[src/rtl/run_ctrl_pkg.sv]
// run_ctrl_pkg: shared definitions for the run/step controller.
//   STATE_W : width of the controller state (debug LED field)
//   state_t : FSM state encoding (IDLE=00, RUN=01, STEP=10, HALTED=11)
package run_ctrl_pkg;

    localparam int unsigned STATE_W = 2;

    typedef enum logic [STATE_W-1:0] {
        ST_IDLE   = 2'b00,
        ST_RUN    = 2'b01,
        ST_STEP   = 2'b10,
        ST_HALTED = 2'b11
    } state_t;

endpackage

[src/rtl/run_controller_button_debouncer.sv]
// button_debouncer: conditions a raw pushbutton into a one-cycle press request.
//   2-flop synchronizer -> optional debounce filter -> rising-edge detect.
//   Debounce filter is built only when RUN_CTRL_DEBOUNCE_EN is defined;
//   otherwise the edge detector works on the synchronized level directly.
// Parameters:
//   DEBOUNCE_CYCLES : consecutive stable cycles needed to accept a level change
//   DB_WIDTH        : debounce counter width, 2**DB_WIDTH > DEBOUNCE_CYCLES
// Ports:
//   clk      in  system clock
//   reset_n  in  asynchronous active-low reset
//   btn      in  raw asynchronous button level
//   step_req out one-cycle pulse per accepted press
module button_debouncer #(
    parameter int unsigned DEBOUNCE_CYCLES = 1_000_000,
    parameter int unsigned DB_WIDTH        = 20
) (
    input  logic clk,
    input  logic reset_n,
    input  logic btn,
    output logic step_req
);

    // Reject a counter too narrow to ever reach the terminal count.
    if ((64'd1 << DB_WIDTH) <= 64'(DEBOUNCE_CYCLES)) begin : g_bad_db_width
        $error("button_debouncer: DB_WIDTH too small for DEBOUNCE_CYCLES");
    end

    logic sync1;
    logic sync2;
    logic level;
    logic level_d;

    always_ff @(posedge clk or negedge reset_n) begin
        if (!reset_n) begin
            sync1 <= 1'b0;
            sync2 <= 1'b0;
        end else begin
            sync1 <= btn;
            sync2 <= sync1;
        end
    end

`ifdef RUN_CTRL_DEBOUNCE_EN
    localparam logic [DB_WIDTH-1:0] DB_LAST = DB_WIDTH'(DEBOUNCE_CYCLES - 1);

    logic [DB_WIDTH-1:0] db_cnt;
    logic                stable;

    // Any cycle where sync2 agrees with the accepted level restarts the run,
    // so only an uninterrupted run of DEBOUNCE_CYCLES differing samples flips it.
    always_ff @(posedge clk or negedge reset_n) begin
        if (!reset_n) begin
            db_cnt <= '0;
            stable <= 1'b0;
        end else if (sync2 == stable) begin
            db_cnt <= '0;
        end else if (db_cnt == DB_LAST) begin
            db_cnt <= '0;
            stable <= sync2;
        end else begin
            db_cnt <= db_cnt + 1'b1;
        end
    end

    assign level = stable;
`else
    assign level = sync2;
`endif

    always_ff @(posedge clk or negedge reset_n) begin
        if (!reset_n) begin
            level_d  <= 1'b0;
            step_req <= 1'b0;
        end else begin
            level_d  <= level;
            step_req <= level & ~level_d;
        end
    end

endmodule

[src/rtl/run_controller.sv]
// run_controller: run/step controller for the 16-bit CPU.
//   Turns pulse-generator ticks (free-run) or debounced STEP presses into a
//   single-cycle CPU clock enable, and gates the pulse generator while not
//   free-running. Optional button debounce: define RUN_CTRL_DEBOUNCE_EN.
// Parameters:
//   DEBOUNCE_CYCLES, DB_WIDTH : debounce filter length / counter width
//   STEP_COUNT_WIDTH          : width of step_count
// Ports:
//   clk        in  system clock
//   reset_n    in  asynchronous active-low reset
//   run_sw     in  1 = free-run mode (synchronous level)
//   step_btn   in  raw bouncing STEP pushbutton
//   tick       in  one-cycle pulse from pulse generator
//   halt       in  1 = CPU executed HLT
//   tick_en    out pulse generator enable, 1 exactly while in RUN
//   cpu_ce     out one-cycle CPU clock enable
//   state      out FSM state for debug LEDs
//   step_count out number of cpu_ce pulses issued (wraps)
module run_controller
    import run_ctrl_pkg::*;
#(
    parameter int unsigned DEBOUNCE_CYCLES  = 1_000_000,
    parameter int unsigned DB_WIDTH         = 20,
    parameter int unsigned STEP_COUNT_WIDTH = 16
) (
    input  logic                        clk,
    input  logic                        reset_n,
    input  logic                        run_sw,
    input  logic                        step_btn,
    input  logic                        tick,
    input  logic                        halt,
    output logic                        tick_en,
    output logic                        cpu_ce,
    output logic [STATE_W-1:0]          state,
    output logic [STEP_COUNT_WIDTH-1:0] step_count
);

    state_t state_q;
    state_t state_next;
    logic   cpu_ce_next;
    logic   tick_en_next;
    logic   step_req;

    button_debouncer #(
        .DEBOUNCE_CYCLES (DEBOUNCE_CYCLES),
        .DB_WIDTH        (DB_WIDTH)
    ) u_step_btn (
        .clk      (clk),
        .reset_n  (reset_n),
        .btn      (step_btn),
        .step_req (step_req)
    );

    always_ff @(posedge clk or negedge reset_n) begin
        if (!reset_n) begin
            state_q    <= ST_IDLE;
            cpu_ce     <= 1'b0;
            tick_en    <= 1'b0;
            step_count <= '0;
        end else begin
            state_q <= state_next;
            cpu_ce  <= cpu_ce_next;
            tick_en <= tick_en_next;
            if (cpu_ce) begin
                step_count <= step_count + 1'b1;
            end
        end
    end

    always_comb begin
        state_next  = state_q;
        cpu_ce_next = 1'b0;
        unique case (state_q)
            ST_IDLE: begin
                if (halt) begin
                    state_next = ST_HALTED;
                end else if (run_sw) begin
                    state_next = ST_RUN;
                end else if (step_req) begin
                    state_next  = ST_STEP;
                    cpu_ce_next = 1'b1;
                end
            end
            ST_RUN: begin
                if (halt) begin
                    state_next = ST_HALTED;
                end else if (!run_sw) begin
                    state_next = ST_IDLE;
                end else begin
                    // A tick only advances the CPU when the FSM stays in RUN.
                    cpu_ce_next = tick;
                end
            end
            ST_STEP: begin
                state_next = halt ? ST_HALTED : ST_IDLE;
            end
            ST_HALTED: begin
                if (!halt) begin
                    state_next = ST_IDLE;
                end
            end
            default: state_next = ST_IDLE;
        endcase
        // Registered from next state so tick_en tracks state == RUN exactly.
        tick_en_next = (state_next == ST_RUN);
    end

    assign state = state_q;

endmodule

[config.mk]
export PLATFORM = sky130hd
export DESIGN_NAME = run_controller
export DESIGN_NICKNAME = d
export VERILOG_FILES = /design/src/rtl/run_ctrl_pkg.sv /design/src/rtl/run_controller_button_debouncer.sv /design/src/rtl/run_controller.sv
export SDC_FILE = /design/constraint.sdc
export NUM_CORES = 1
export LEC_CHECK = 0
export CORE_ASPECT_RATIO = 1.2
export CORE_MARGIN = 2
export CORE_UTILIZATION = 35
export CTS_CLUSTER_DIAMETER = 120
export CTS_CLUSTER_SIZE = 10
export DETAILED_ROUTE_END_ITERATION = 8
export GPL_ROUTABILITY_DRIVEN = 0
export RECOVER_POWER = 100
export SLEW_MARGIN = 20
export SYNTH_ARGS = -nofsm -noshare
export SYNTH_HDL_FRONTEND = slang
export SYNTH_SLANG_ARGS = --single-unit
[constraint.sdc]
create_clock -name clk -period 3.8 [get_ports clk]
set_input_delay 0.76 -clock clk [delete_from_list [all_inputs] [get_ports clk]]
set_output_delay 0.76 -clock clk [all_outputs]
set_load 0.1 [all_outputs]
* Word-level counts from Yosys, hierarchy flattened
Index checks and enable logic that the tools add are counted.
** Cells by class
- $add $sub $neg :: 1
- Eq/ne operators :: 4
- Mux-type cells :: 14
- Bitwise gates (word level) :: 2
- Reductions and logical operators :: 1
** Operators by type and width (count)
- 16-bit by 1-bit adder with 16-bit output, second input constant :: 1
- 2-bit two-way mux :: 7
- 2-bit one-hot mux with 4 select lines :: 1
- 1-bit two-way mux :: 5
- 2-bit by 1-bit equality test with 1-bit output, second input constant :: 2
- 2-bit equality test, second input constant :: 2
- 2-bit logical NOT :: 1
- 1-bit one-hot mux with 2 select lines :: 1
- 1-bit AND :: 1
- 1-bit NOT :: 1
** Word-level totals
- Bits in registers :: 24
- Bits of input ports :: 6
- Output and inout bits :: 20

* Longest topological paths before layout
Gate-level depths: netlist (run 1).
- Word-level depth :: 5
- Mapped depth :: 4

* By module
A second synthesis (run 1) with hierarchy kept.
** Unflattened totals
- Cell total of the unflattened synthesis :: 76
- Area total of the unflattened synthesis :: 1001.0 um^2
** Modules (own cells, without submodules)
- run_controller :: instances 1, cells each 71, area an instance 887.1 um^2, seq. area each 500.5 um^2
- button_debouncer :: instances 1, cells each 5, area an instance 113.9 um^2, seq. area each 100.1 um^2

* Worst setup path after synthesis (run 1)
No wires, ideal clock.
- Kind :: reg-to-reg
- Start point :: register step_count[0]
- End point :: register step_count[14]
- Library setup time :: 162 ps
- Arrival time :: 1862 ps
- Data required time :: 3638 ps
- Setup slack :: 1776 ps
- Stages on the path, launching flop included :: 5
- Period minus slack after synthesis :: 2024 ps
- Cells stage by stage :: dfrtp_1 ha_1 nand3_1 nor4_2 xor2_1
** Between the ends
- Longest elaborated chain between the ends :: 1
** Ends and longest elaborated chain
- start, declared :: line run_controller.sv:35 : output logic [STEP_COUNT_WIDTH-1:0] step_count
- start signal, assigned :: line run_controller.sv:65 : step_count <= step_count + 1'b1;
- 16-bit by 1-bit adder with 16-bit output :: line run_controller.sv:65
Every way passes these cells.
A chain may end at the register's enable or synchronous reset.

* Worst setup path in the final report (run 1)
- Start point :: register cpu_ce
- End point :: output port cpu_ce
** RTL lines
- start, declared :: line run_controller.sv:33 : output logic cpu_ce,
- start signal, assigned :: line run_controller.sv:62 : cpu_ce <= cpu_ce_next;
No word-level cell between the ends.

==> results of run 1 <==
[state kept, by name, indices dropped and copies added, names as in the netlist]
register	flops
cpu_ce	1
state	2
step_count	16
tick_en	1
u_step_btn.level	1
u_step_btn.level_d	1
u_step_btn.step_req	1
u_step_btn.sync1	1
[power groups by stage]
| stage | logic (mW) | clock network (mW) | registers [mW] |
|---|---|---|---|
| after global routing | 0.219 | 0.150 | 0.307 |
| after CTS | 0.221 | 0.139 | 0.312 |
| after global placement | 0.217 | 0 | 0.315 |
| final | 0.211 | 0.133 | 0.302 |
| after detailed placement | 0.221 | 0 | 0.317 |
| after floorplan | 0.0275 | 0 | 0.446 |
[worst max-delay path by stage]
stage | slack (ns) | cells after the start | startpoint | to
after detailed placement | 1.33 | 1 | cpu_ce$_DFF_PN0_ | cpu_ce
after global placement | 1.35 | 1 | cpu_ce$_DFF_PN0_ | cpu_ce
after CTS | 0.96 | 1 | cpu_ce$_DFF_PN0_ | cpu_ce
final | 0.97 | 1 | cpu_ce$_DFF_PN0_ | cpu_ce
after floorplan | 1.78 | 4 | step_count[0]$_DFFE_PN0P_ | step_count[14]$_DFFE_PN0P_
after global routing | 0.89 | 1 | cpu_ce$_DFF_PN0_ | cpu_ce
[kinds of logic after synthesis]
| logic type | after synthesis | share of synthesized area (%) |
|---|---|---|
| compound gates | 3 | 2.23 |
| xor+xnor | 15 | 13.0 |
| fa+ha+maj | 1 | 1.24 |
| buf+inv | 3 | 1.24 |
| flops | 24 | 59.6 |
| mux | 1 | 1.12 |
| simple gates | 31 | 21.6 |
[layer usage]
layer  vias to the layer above  track usage [%]
met2                        25             23.0
li1                        330                -
met1                       357             15.7
met4                         0             4.81
met5                         -                0
met3                         2             3.11
[cells in the mapped netlist]
library cell	n	area share (%)
a211oi_1	1	0.74
nand3_1	5	2.5
xor2_1	11	9.6
nor3b_1	1	0.74
nor4_2	4	5.0
mux2_2	1	1.1
nor2_1	5	1.9
xnor2_1	4	3.5
nand4_1	6	3.7
ha_1	1	1.2
o21bai_1	1	0.74
dfrtp_1	24	60
nor2b_1	1	0.62
nand2_1	4	1.5
nand4_4	2	4.2
nor3_1	3	1.5
inv_1	2	0.74
buf_2	1	0.50
a21o_1	1	0.74
[cell type report]
| class | count | share of cell area [%] |
|---|---|---|
| Sequential cell | 24 | 46.7 |
| Multi-Input combinational cell | 51 | 27.6 |
| Timing Repair Buffer | 25 | 19.0 |
| Tap cell | 34 | 3.31 |
| Clock buffer | 4 | 2.82 |
| Inverter | 2 | 0.584 |
[per-stage QoR]
step	hold slack [ns]	setup slack [ns]	total power [mW]	cell area [sq um]	utilization, %
floorplan	0.331	1.78	0.473	1010	-
global placement	0.344	1.35	0.532	1300	47.0
detailed placement	0.337	1.33	0.537	1300	47.0
finish	0.369	0.968	0.646	1290	46.6
CTS	0.374	0.959	0.672	1330	48.3
global route	0.388	0.893	0.677	1290	46.6
[layout by cell type (no fill, tap or decap), types with 4 or more instances in the layout]
master / Yosys / layout
nand3_1: 5 / 5
nor2_1: 5 / 5
nand4_1: 6 / 7
dlygate4sd3_1: 0 / 22
xnor2_1: 4 / 4
dfrtp_1: 24 / 24
nand2_1: 4 / 4
nor4_1: 0 / 4
xor2_1: 11 / 11
==> reports/qor.txt, run 1 <==
Run status - finished, final reports clean
Ys Warns - 0
GRT Residual Overflow - 0
Cell Int Power - 0.379 mW
TritonRoute pass-1 iters - 4
Crit-path max FO - 8
FP Rows - 21
Avg Inst Size Synth - 12.9 sq um
DR vias/cell - 5.10
Critical R2R Capture - step_count[13]$_DFFE_PN0P_
RSZ-0062 raised after global routing - false
Sink Count - 24
CTS HTree Levels - 1
Final hold vios - 0
Final cell count without fillers - 140
Average wire per standard cell - 13.4 um
Crit path max-delay family - buffers and inverters
Die Span Y - 62.8 um
Worst hold path cell count - 0
Global-route wire length before repair - 3.28 mm
Initial antenna violation count - 0
Worst-path clk slew - 0.12 ns
Setup Viol. Count Final - 0
Routed Antenna Nets - 0
Vias in the first global route - 721
Leak - 0.644 nW
Logic pwr share - 32.6%
# Post-CTS Setup Buffers - 0
Worst Clk Skew - 0.00855 ns
Core Region - 2760 sq um
Largest net degree at the start of global routing - 25
Register area - 601 sq um
Power Dens Cells - 502 nW/um^2
DR DRC count - 0
# fillers - 286
Mapped Area - 1010 sq um
Sw Share - 41.3%
Synth Net Count - 85
TritonCTS clock tree - built
Worst hold-check path type - reg2reg
Fraction of layout cells with a size suffix above 1 - 5.66%
Final period util - 74.5%
Initial Util - 36.6%
WP data arrival - 2.07 ns
Die X - 53 um
Wl on met1 - 747 um
Placed cells - 136
Worst r2r path cells - 3
Clock Path Buffers - 2
Flop pwr share - 46.8%
Slowest CP cell - dlygate4sd3_1
Multi-input logic area - 355 sq um
Die area - 3330 sq um
Worst slew pin tran - 1.23 ns
Setup crit start kind - flip-flop
Highest metal used - met4
Required time of the critical path - 3.04 ns
Synth unique cells - 19
Crit path cell chain - dlygate4sd3_1
Antenna cells - 0
Worst skew pair latency - 0.31 ns
Number of max-cap violations - 0
Critical path's largest stage delay - 1.25 ns
RR Startpoint - cpu_ce$_DFF_PN0_
Fin crit period - 2.83 ns
Clock tree root buffer cell - clkbuf_4
Area grow syn2layout - 27.5%
Global Route Usage Sum - 13.3%
Register area share after synthesis - 59.6%
Post-CTS Hold Fix Bufs - 0
Met3 wire len - 118 um
FF-to-FF setup slack - 2.26 ns
Post-Route WL - 1.87 mm
Cts repair resizes - 0
Detail Placement HPWL - 1.39 mm
Final Max Slew Viols - 0
Critical Path End Type - output pin
Layout Nets - 114
Sw Pwr - 0.267 mW
Crit Path Class - reg2out
Rel. slew slack - 18.1%
Clock Power Share - 20.6%
Via count - 714
Metal2 WL - 990 um
Hold Path Sink - u_step_btn.level$_DFF_PN0_
Seq cells post-synth - 24
Buf/Inv on CP - 1
Number of CTS-inserted buffers - 3
IR Drop Worst-Case VDD - 0.345 mV
# IOs - 26
Mapped Cells - 78
Setup TNS - 0 ns
First DRT Iteration DRCs - 4
Peak Freq - 353 MHz
Worst hold path startpoint - u_step_btn.sync1$_DFF_PN0_
Input/output buffers - 25
Power figures use the tool's default switching activity.
==> run 2, diff against run 1 <==
==> constraint.sdc (replaced) <==
create_clock -name clk -period 2.52 [get_ports clk]
set_input_delay 0.504 -clock clk [delete_from_list [all_inputs] [get_ports clk]]
set_output_delay 0.504 -clock clk [all_outputs]
set_load 0.1 [all_outputs]
==> reports/qor.txt, run 2 (same netlist as run 1, synthesis figures left out) <==
Most common cell after layout, fill and taps aside - dfrtp_1
Routed Antenna Nets - 0
Final hold vios - 0
Logic pwr share - 33.4%
Worst skew pair latency - 0.30 ns
Setup TNS - 0 ns
FP Rows - 21
TritonCTS clock tree - built
Clock tree root buffer cell - clkbuf_4
GRT Residual Overflow - 0
Fin crit period - 2.09 ns
Critical Path End Type - output pin
Power Dens Cells - 770 nW/um^2
Layout Nets - 115
Final Max Slew Viols - 0
Sink Count - 24
Critical path's largest stage delay - 0.88 ns
Crit path cell chain - clkbuf_1
Setup Viol. Count Final - 0
# IOs - 26
# Post-CTS Setup Buffers - 0
Cell Int Power - 0.531 mW
Buf/Inv on CP - 1
Post-CTS Hold Fix Bufs - 0
Sw Share - 42.5%
Peak Freq - 479 MHz
Worst-path clk slew - 0.12 ns
Die area - 3330 sq um
IR Drop Worst-Case VDD - 0.392 mV
Worst slew pin tran - 1.27 ns
TritonRoute pass-1 iters - 4
CTS HTree Levels - 1
RR Startpoint - cpu_ce$_DFF_PN0_
Global-route wire length before repair - 3.20 mm
Detail Placement HPWL - 1.38 mm
Post-Route WL - 1.86 mm
Flop pwr share - 49.3%
Required time of the critical path - 2.02 ns
Worst Clk Skew - 0.00222 ns
DR vias/cell - 4.99
Number of max-cap violations - 0
WP data arrival - 1.58 ns
Slowest CP cell - clkbuf_1
Pre-CTS WS - 1.07 ns
Max reg flops - 16
Cts repair resizes - 0
First DRT Iteration DRCs - 8
Run status - finished, final reports clean
Global Route Usage Sum - 12.7%
RSZ-0062 raised after global routing - false
Worst hold-check path type - reg2reg
Area grow syn2layout - 19.0%
Worst hold slack - 0.367 ns
Via count - 699
Worst hold path cell count - 0
Crit Path Class - reg2out
Die X - 53 um
PnR worst setup slack - 0.434 ns
Crit-path max FO - 3
Fraction of layout cells with a size suffix above 1 - 19.8%
Largest net degree at the start of global routing - 25
Final period util - 82.8%
DR DRC count - 0
Core Region - 2760 sq um
Crit path depth - 1
Clock Path Buffers - 2
Input/output buffers - 25
Crit path max-delay family - buffers and inverters
Average wire per standard cell - 13.3 um
Vias in the first global route - 705
Number of CTS-inserted buffers - 3
Worst r2r path cells - 3
Setup crit start kind - flip-flop
Die Span Y - 62.8 um
Commonest non-fill, non-tap cells in the layout - dfrtp_1 (24), xor2_1 (11), buf_4 (9)
Critical R2R Capture - step_count[11]$_DFFE_PN0P_
Leak - 0.600 nW
Hold Path Sink - u_step_btn.level$_DFF_PN0_
FF-to-FF setup slack - 0.96 ns
Worst hold path startpoint - u_step_btn.sync1$_DFF_PN0_
Initial antenna violation count - 0
Rel. slew slack - 15.0%
Reg with most FFs - step_count
Sw Pwr - 0.393 mW
Initial Util - 36.6%
Antenna cells - 0
Clock Power Share - 17.3%
## run 2: how the worst max path moves through the flow
stage                               start                          to  slack, ns
6_report       step_count[14]$_DFFE_PN0P_              step_count[14]       0.43
3_3_place_gp                       run_sw            cpu_ce$_DFF_PN0_       1.11
3_5_place_dp                       run_sw            cpu_ce$_DFF_PN0_       1.07
2_1_floorplan   step_count[0]$_DFFE_PN0P_  step_count[14]$_DFFE_PN0P_       0.50
4_1_cts                  cpu_ce$_DFF_PN0_                      cpu_ce       0.78
5_1_grt        step_count[14]$_DFFE_PN0P_              step_count[14]       0.38
## run 2: through the flow
step / util (%) / cell area, sq um / std cells / power [mW]
floorplan: - / 1010 / 78 / 0.713
global placement: 45.4 / 1250 / 137 / 0.795
detailed placement: 45.4 / 1250 / 137 / 0.798
CTS: 46.3 / 1280 / 140 / 0.964
global route: 43.5 / 1200 / 140 / 0.976
finish: 43.5 / 1200 / 140 / 0.923
## run 2: layout make-up
type	instances	area (sq um)
inverters	2	7.51
clock buffers	3	22.5
well taps	34	42.5
fillers	285	1560
flip-flops and latches	24	601
multi-input cells	51	355
repair buffers	26	171
## run 2: power groups by stage
stage          Clock (mW)  Sequential, mW  Combinational, mW
2_1_floorplan           0           0.672             0.0415
3_3_place_gp            0           0.473              0.321
3_5_place_dp            0           0.476              0.322
4_1_cts             0.173           0.468              0.322
5_1_grt             0.188           0.463              0.324
6_report            0.160           0.455              0.309
## run 2: metal layers
layer | global-route usage [%] | share of wire (%)
met3 | 3.11 | 7.5
met2 | 21.7 | 49
met1 | 15.3 | 43
met4 | 3.85 | 0.70
met5 | 0 | 0
==> run 3, diff against run 2 <==
==> constraint.sdc (replaced) <==
create_clock -name clk -period 1.8 [get_ports clk]
set_input_delay 0.36 -clock clk [delete_from_list [all_inputs] [get_ports clk]]
set_output_delay 0.36 -clock clk [all_outputs]
set_load 0.1 [all_outputs]
==> reports/qor.txt, run 3 (same netlist as run 1, synthesis figures left out) <==
Vias in the first global route - 763
Worst Clk Skew - 0.00671 ns
Clock Path Buffers - 2
Area grow syn2layout - 37.2%
Placed cells - 137
Post-CTS Hold Fix Bufs - 0
Number of CTS-inserted buffers - 3
Layout Nets - 115
Crit path max-delay family - buffers and inverters
Sink Count - 24
Required time of the critical path - 1.44 ns
Rel. slew slack - 60.0%
Antenna cells - 0
First DRT Iteration DRCs - 6
Largest net degree at the start of global routing - 25
# IOs - 26
TritonCTS clock tree - built
FF-to-FF setup slack - 0.30 ns
WP data arrival - 1.23 ns
TritonRoute pass-1 iters - 4
Detail Placement HPWL - 1.42 mm
Via count - 702
Clock tree root buffer cell - clkbuf_4
Most common cell after layout, fill and taps aside - dfrtp_1
Setup crit start kind - flip-flop
Worst slew pin tran - 0.600 ns
Final Max Slew Viols - 0
Initial antenna violation count - 0
GRT Residual Overflow - 0
Multi-input logic area - 370 sq um
Commonest non-fill, non-tap cells in the layout - dfrtp_1 (24), xor2_1 (11), buf_12 (10)
Worst skew pair latency - 0.31 ns
Crit-path max FO - 5
Run status - finished, final reports clean
Slowest CP cell - clkbuf_2
Leak - 0.666 nW
Crit path cell chain - clkbuf_2
Input/output buffers - 25
Peak Freq - 627 MHz
Post-Route WL - 1.89 mm
Final cell count without fillers - 141
Power Dens Cells - 1140 nW/um^2
Fraction of layout cells with a size suffix above 1 - 26.2%
Worst-path clk slew - 0.13 ns
CTS HTree Levels - 1
Max reg flops - 16
Reg with most FFs - step_count
Setup TNS - 0 ns
Final period util - 88.6%
Die X - 53 um
Average wire per standard cell - 13.4 um
Global Route Usage Sum - 13.9%
DR vias/cell - 4.98
Routed Antenna Nets - 0
Die area - 3330 sq um
Initial Util - 36.6%
Cts repair resizes - 0
Worst hold slack - 0.369 ns
Buf/Inv on CP - 1
Critical path's largest stage delay - 0.49 ns
RSZ-0062 raised after global routing - false
Register area - 601 sq um
IR Drop Worst-Case VDD - 0.857 mV
Worst hold-check path type - reg2reg
DR DRC count - 0
FP Rows - 21
# fillers - 260
Critical Path End Type - output pin
Core Region - 2760 sq um
Setup Viol. Count Final - 0
Die Span Y - 62.8 um
Global-route wire length before repair - 3.47 mm
Crit Path Class - reg2out
Final hold vios - 0
Number of max-cap violations - 0
Fin crit period - 1.59 ns
# Post-CTS Setup Buffers - 0
run 3: cell types whose count changed in the layout (fill, tap and decap cells not counted):
| cell | change |
|---|---|
| buf_12 | +10 |
| buf_4 | -9 |
| clkbuf_1 | -5 |
| clkbuf_2 | +2 |
| clkbuf_4 | +2 |
| bufinv_16 | +1 |
| clkdlybuf4s50_1 | +1 |
| dlygate4sd3_1 | -1 |
| nand4_1 | -1 |
| nand4_4 | +1 |
run 3: routing by layer:
| layer | global-route usage, % | wire length [um] | vias up |
|---|---|---|---|
| met3 | 3.59 | 120 | 4 |
| met5 | 0 | 0 | - |
| met1 | 16.7 | 744 | 347 |
| met2 | 22.3 | 989 | 21 |
| li1 | - | - | 330 |
| met4 | 6.73 | 36 | 0 |
run 3: final cells by class:
cell class	instances	area share [%]
clock inverter	1	2.17
inverter	2	0.542
clock buffer	3	1.63
timing repair buffer	26	22.4
tap	34	3.07
multi-input combinational	51	26.8
sequential	24	43.4
run 3: final timing paths:
check,start,endpoint,cells past startpoint
max,state[1]$_DFF_PN0_,state[1],1
min,u_step_btn.sync1$_DFF_PN0_,u_step_btn.level$_DFF_PN0_,0
max reg2reg,step_count[0]$_DFFE_PN0P_,step_count[14]$_DFFE_PN0P_,4
min reg2reg,u_step_btn.sync1$_DFF_PN0_,u_step_btn.level$_DFF_PN0_,0
max in group asynchronous,reset_n,step_count[10]$_DFFE_PN0P_,2
min in group asynchronous,reset_n,step_count[9]$_DFFE_PN0P_,2
run 3: stage by stage:
step / setup WS [ns] / power (mW) / utilization, % / cell area, sq um
2_1_floorplan: 0.0458 / 1.01 / - / 1020
3_3_place_gp: 0.498 / 1.24 / 54.9 / 1510
3_5_place_dp: 0.444 / 1.24 / 54.9 / 1510
4_1_cts: 0.321 / 1.63 / 56.8 / 1570
5_1_grt: 0.138 / 1.65 / 50.2 / 1380
6_report: 0.205 / 1.58 / 50.2 / 1380
run 3: power breakdown:
group / switching (mW) / internal [mW] / total (mW)
clock: 0.154 / 0.225 / 0.379
combinational: 0.348 / 0.181 / 0.529
sequential: 0.0905 / 0.582 / 0.672
